<file path="src/rtl/id_stage_pkg.sv">
// Shared decode constants and helpers for the instruction decode stage.
// Configuration: define ID_BYPASS_EN to forward same-cycle writeback data.
package id_stage_pkg;

   localparam int INST_W = 32;
   localparam int REG_AW = 5;

   localparam logic [6:0] OPC_OP_IMM = 7'b0010011;
   localparam logic [6:0] OPC_OP     = 7'b0110011;

   localparam logic [2:0] F3_SLL     = 3'b001;
   localparam logic [2:0] F3_SRL_SRA = 3'b101;

   localparam logic [INST_W-1:0] INST_NOP = 32'h0000_0013;
   localparam logic [REG_AW-1:0] ZERO     = '0;

   typedef enum logic [1:0] {
      DEC_ITYPE,
      DEC_RTYPE,
      DEC_OTHER
   } dec_e;

   function automatic dec_e decode(input logic [INST_W-1:0] inst);
      if (inst[6:0] == OPC_OP_IMM) return DEC_ITYPE;
      if (inst[6:0] == OPC_OP)     return DEC_RTYPE;
      return DEC_OTHER;
   endfunction

   function automatic logic is_shift(input logic [2:0] f3);
      return (f3 == F3_SLL) || (f3 == F3_SRL_SRA);
   endfunction

endpackage

</file>
<file path="src/rtl/id_regfile.sv">
// Register file: two async read ports, one sync write port, sync reset.
// Configuration: ID_BYPASS_EN forwards write data onto a matching read.
module id_regfile
   import id_stage_pkg::*;
#(
   parameter int DATA_WIDTH = 32,
   parameter int REG_NUM    = 32
) (
   input  logic                  clk_i,
   input  logic                  rst_i,
   input  logic [REG_AW-1:0]     raddr1_i,
   input  logic [REG_AW-1:0]     raddr2_i,
   output logic [DATA_WIDTH-1:0] rdata1_o,
   output logic [DATA_WIDTH-1:0] rdata2_o,
   input  logic                  we_i,
   input  logic [REG_AW-1:0]     waddr_i,
   input  logic [DATA_WIDTH-1:0] wdata_i
);

   logic [DATA_WIDTH-1:0] regs [REG_NUM];
   logic                  byp1;
   logic                  byp2;

   always_ff @(posedge clk_i) begin
      if (rst_i) begin
         for (int i = 0; i < REG_NUM; i++) begin
            regs[i] <= '0;
         end
      end else if (we_i && (waddr_i != ZERO)) begin
         regs[waddr_i] <= wdata_i;
      end
   end

`ifdef ID_BYPASS_EN
   assign byp1 = we_i && (waddr_i == raddr1_i) && (raddr1_i != ZERO);
   assign byp2 = we_i && (waddr_i == raddr2_i) && (raddr2_i != ZERO);
`else
   assign byp1 = 1'b0;
   assign byp2 = 1'b0;
`endif

   always_comb begin
      rdata1_o = '0;
      rdata2_o = '0;
      if (byp1) begin
         rdata1_o = wdata_i;
      end else if (raddr1_i != ZERO) begin
         rdata1_o = regs[raddr1_i];
      end
      if (byp2) begin
         rdata2_o = wdata_i;
      end else if (raddr2_i != ZERO) begin
         rdata2_o = regs[raddr2_i];
      end
   end

endmodule

</file>
<file path="src/rtl/id_stage.sv">
// Decode stage: reads operands, decodes I/R-type, registers the bundle to execute.
// Configuration: ID_BYPASS_EN enables writeback-to-read forwarding in id_regfile.
module id_stage
   import id_stage_pkg::*;
#(
   parameter int DATA_WIDTH = 32,
   parameter int REG_NUM    = 32
) (
   input  logic                  clk_i,
   input  logic                  rst_i,
   input  logic [INST_W-1:0]     inst_i,
   input  logic                  inst_valid_i,
   output logic                  inst_ready_o,
   input  logic                  flush_i,
   input  logic                  wb_we_i,
   input  logic [REG_AW-1:0]     wb_waddr_i,
   input  logic [DATA_WIDTH-1:0] wb_wdata_i,
   output logic                  ex_valid_o,
   input  logic                  ex_ready_i,
   output logic [DATA_WIDTH-1:0] op1_o,
   output logic [DATA_WIDTH-1:0] op2_o,
   output logic [INST_W-1:0]     inst_o,
   output logic [REG_AW-1:0]     reg_waddr_o
);

   logic [DATA_WIDTH-1:0] rs1_data;
   logic [DATA_WIDTH-1:0] rs2_data;
   logic [DATA_WIDTH-1:0] op1_d;
   logic [DATA_WIDTH-1:0] op2_d;
   logic                  accept;
   dec_e                  dec;

   id_regfile #(
      .DATA_WIDTH (DATA_WIDTH),
      .REG_NUM    (REG_NUM)
   ) u_regfile (
      .clk_i    (clk_i),
      .rst_i    (rst_i),
      .raddr1_i (inst_i[19:15]),
      .raddr2_i (inst_i[24:20]),
      .rdata1_o (rs1_data),
      .rdata2_o (rs2_data),
      .we_i     (wb_we_i),
      .waddr_i  (wb_waddr_i),
      .wdata_i  (wb_wdata_i)
   );

   assign inst_ready_o = !ex_valid_o || ex_ready_i;
   assign accept       = inst_valid_i && inst_ready_o;
   assign dec          = decode(inst_i);

   always_comb begin
      op1_d = '0;
      op2_d = '0;
      unique case (1'b1)
         (dec == DEC_ITYPE): begin
            op1_d = rs1_data;
            if (is_shift(inst_i[14:12])) begin
               op2_d = DATA_WIDTH'(inst_i[24:20]);
            end else begin
               op2_d = DATA_WIDTH'($signed(inst_i[31:20]));
            end
         end
         (dec == DEC_RTYPE): begin
            op1_d = rs1_data;
            op2_d = rs2_data;
         end
         default: begin
            op1_d = '0;
            op2_d = '0;
         end
      endcase
   end

   // Reset and flush both park the outputs on a NOP bundle.
   always_ff @(posedge clk_i) begin
      if (rst_i || flush_i) begin
         ex_valid_o  <= 1'b0;
         op1_o       <= '0;
         op2_o       <= '0;
         inst_o      <= INST_NOP;
         reg_waddr_o <= ZERO;
      end else if (accept) begin
         ex_valid_o  <= 1'b1;
         op1_o       <= op1_d;
         op2_o       <= op2_d;
         inst_o      <= inst_i;
         reg_waddr_o <= inst_i[11:7];
      end else if (ex_ready_i) begin
         ex_valid_o  <= 1'b0;
      end
   end

endmodule
</file>
<file path="config.mk">
export PLATFORM = sky130hd
export DESIGN_NAME = id_stage
export DESIGN_NICKNAME = d
export VERILOG_FILES = /design/src/rtl/id_stage_pkg.sv /design/src/rtl/id_regfile.sv /design/src/rtl/id_stage.sv
export SDC_FILE = /design/constraint.sdc
export NUM_CORES = 2
export LEC_CHECK = 0
export CAP_MARGIN = 20
export CORE_ASPECT_RATIO = 0.9
export CORE_MARGIN = 2
export CORE_UTILIZATION = 60
export CTS_CLUSTER_DIAMETER = 80
export DETAILED_ROUTE_END_ITERATION = 8
export MAX_ROUTING_LAYER = met4
export PLACE_DENSITY = 0.87
export SLEW_MARGIN = 20
export SYNTH_ARGS = -nofsm -noshare
export SYNTH_HDL_FRONTEND = slang
export SYNTH_SLANG_ARGS = --single-unit
</file>
<file path="constraint.sdc">
create_clock -name clk_i -period 2.73 [get_ports clk_i]
set_input_delay 0.546 -clock clk_i [delete_from_list [all_inputs] [get_ports clk_i]]
set_output_delay 0.546 -clock clk_i [all_outputs]
set_load 0.01 [all_outputs]
</file>
==> metrics.txt <==
share of layout cells above drive strength 1 0.276; Top FF cell, synth edfxtp_1; worst setup path class reg -> out; count leader, synth edfxtp_1; drt initial violations 7396; mean post-synth cell area 14.9 sq um; Root Buffer clkbuf_16; fmax 0.387 GHz; WP data required ~2.2 ns; Fillers between 5000 and 6000; Final ANT Viol Nets 0; post-synthesis register bit count 1121; RR Startpoint u_regfile.regs[18][6]$_SDFFCE_PN0P_; DR vias/cell 7.29; Layout Cells excl Fill approximately 5500; mapped cell area 57700 sq um; Post-CTS Setup Inserts 0; CP endpoint kind output port; effective utilization at floorplan 0.608; post-synth top area share 0.533; number of synthesized flops with an enable pin between 1000 and 1500; Reg clk slew, reported paths approximately 0.060 ns; Worst Slack Setup Final 0.148 ns; YS warnings 0; CTS max path bufs 3; Total Wirelength 188000 um; # port buffers approximately 180; largest cells by area after synthesis edfxtp_1 53%, mux4_2 21%, and2_1 11%; overall power 41.3 mW; vias in the first global route 40695; WHS Path Cells 3; final setup fails 0; largest net degree at the start of global routing 55; first-pass GRT wire length 270000 um; fin nets 4195; DIE AREA 98700 sq um; Yosys top cell by area edfxtp_1; grt ovf 0; M1 WL just under 60000 um; TritonCTS clock tree yes; post-detail-place hpwl 120000 um; outcome completed; Post-synth top cells 1024 x edfxtp_1, 1014 x and2_1, 528 x mux4_2; hold-critical path endpoint inst_o[17]$_SDFFE_PP0P_; WP buf/inv 1; CP max stage delay 0.67 ns; CP arrival 2.04 ns; WL met2 84700 um; Final Max Tran Viols 0; H-tree depth 3; initial antenna violation count 15; Worst Setup Start Kind flop; Worst Hold Slack 0.357 ns; worst relative slew slack 0.449; Area Growth Syn to Fin 16.9%; Least-Margin Pin Slew 0.824 ns; CP cell instances clkdlybuf4s50_1; Worst path top cell family by delay flip-flops; Die H 298 um; Unique masters post-synth 48; First-pass DRT Iterations 8; Slowest-stage cell, CP dfxtp_1; Power Dens Cells 612 nW/um^2; row count 107; GRT Util Overall 0.395; Peak VDD IR 0.539 mV; overall via count from detail_route 39968; Worst R2R End op2_o[6]$_SDFFE_PP0P_; Final GP Congestion just under 1; clk_lat worst skew 0.71 ns; DRC 0; CTS Sinks between 1000 and 1500; HP Start inst_i[17]; fin crit share 0.946; Reg area between 30000 and 40000 sq um; Gate Count Post-Synth around 3900; Fin Clk Skew 0.0203 ns; HP Class in -> reg; dpl ws -0.188 ns; critical path peak fanout 2; WL met3 30600 um; register area share after synthesis 0.567; IO Count 178; LEAKAGE 23.8 nW; CTS Hold Buffers Added 0; core area 94900 sq um; Num CTS Buffers 110; placed instance count 5260; flop2flop setup slack 0.60 ns; Util after Layout 0.711; multi-input combinational cell area between 20000 and 25000 sq um; Synth async-reset ratio 0; Max Cap Viol 0; wire per inst 34.3 um; post_cts resized 0; fin crit period 2.58 ns; die width about 330 um; Final Hold Viols 0; DR top layer met4; RSZ-0062 raised after global routing no; Reg2Reg Depth 5
metrics by stage:
step / setup TNS [ns] / area, sq um
finish: 0 / 67500
global route: 0 / 67500
CTS: 0 / 67400
detailed placement: -4.47 / 63600
global placement: -1.23 / 63600
floorplan: 0 / 57800
final cells by class:
type,instances,area share
clock buffer,144,0.0456
multi-input combinational,2357,0.347
clock inverter,64,0.0111
inverter,6,0.000334
antenna,16,0.000593
timing repair buffer,524,0.0878
tap,1253,0.0232
sequential,1121,0.484
layer usage:
| metal | up-vias | global-route usage |
|---|---|---|
| met3 | 946 | 0.130 |
| li1 | 15227 | - |
| met5 | - | - |
| met2 | 4183 | 0.575 |
| met1 | 19612 | 0.486 |
| met4 | 0 | 0.230 |
cells by family after synthesis:
| group | Yosys count | share of synthesized area |
|---|---|---|
| flops | 1121 | 0.567 |
| compound gates | 307 | 0.0363 |
| simple gates | 1370 | 0.138 |
| mux | 648 | 0.227 |
| buf+inv | 414 | 0.0320 |
| other cells | 1 | 0.0000650 |
how the worst max path moves through the flow:
stage	start	end	cells past startpoint
global placement	inst_i[3]	op1_o[28]$_SDFFE_PP0P_	7
detailed placement	inst_i[3]	op2_o[9]$_SDFFE_PP0P_	7
CTS	inst_o[12]$_SDFFE_PP0P_	inst_o[12]	1
global route	inst_o[12]$_SDFFE_PP0P_	inst_o[12]	1
floorplan	inst_i[20]	op2_o[10]$_SDFFE_PP0P_	7
finish	inst_o[12]$_SDFFE_PP0P_	inst_o[12]	1
sequential cells by signal (all words and copies together), names as in the netlist:
signal          count
op2_o              32
ex_valid_o          1
inst_o             32
op1_o              32
u_regfile.regs   1024
cells in the final DEF (no fill, tap or decap), types with 18 or more instances in the layout:
| cell type | netlist | routed |
|---|---|---|
| a211oi_1 | 45 | 45 |
| a21oi_1 | 66 | 65 |
| a31oi_1 | 22 | 22 |
| and2_1 | 1014 | 1013 |
| buf_12 | 0 | 121 |
| buf_4 | 25 | 225 |
| clkbuf_1 | 274 | 18 |
| clkbuf_16 | 0 | 113 |
| clkdlybuf4s50_1 | 0 | 168 |
| clkinv_2 | 0 | 27 |
| conb_1 | 1 | 32 |
| dfxtp_1 | 97 | 97 |
| edfxtp_1 | 1024 | 1024 |
| mux2_2 | 23 | 23 |
| mux2i_1 | 97 | 97 |
| mux4_2 | 528 | 528 |
| nand2_1 | 140 | 139 |
| nand3_1 | 35 | 35 |
| nor2_1 | 92 | 65 |
| nor2_2 | 0 | 26 |
| nor2b_1 | 24 | 23 |
| o211ai_1 | 41 | 41 |
| o21ai_0 | 21 | 21 |
| o22ai_1 | 32 | 32 |
| or2_2 | 32 | 33 |
power breakdown:
part / total, mW / internal, mW / switching, mW
sequential: 20.1 / 19.6 / 0.540
clock: 16.3 / 9.37 / 6.90
combinational: 4.88 / 2.27 / 2.61
(Power assumes the default switching activity.)
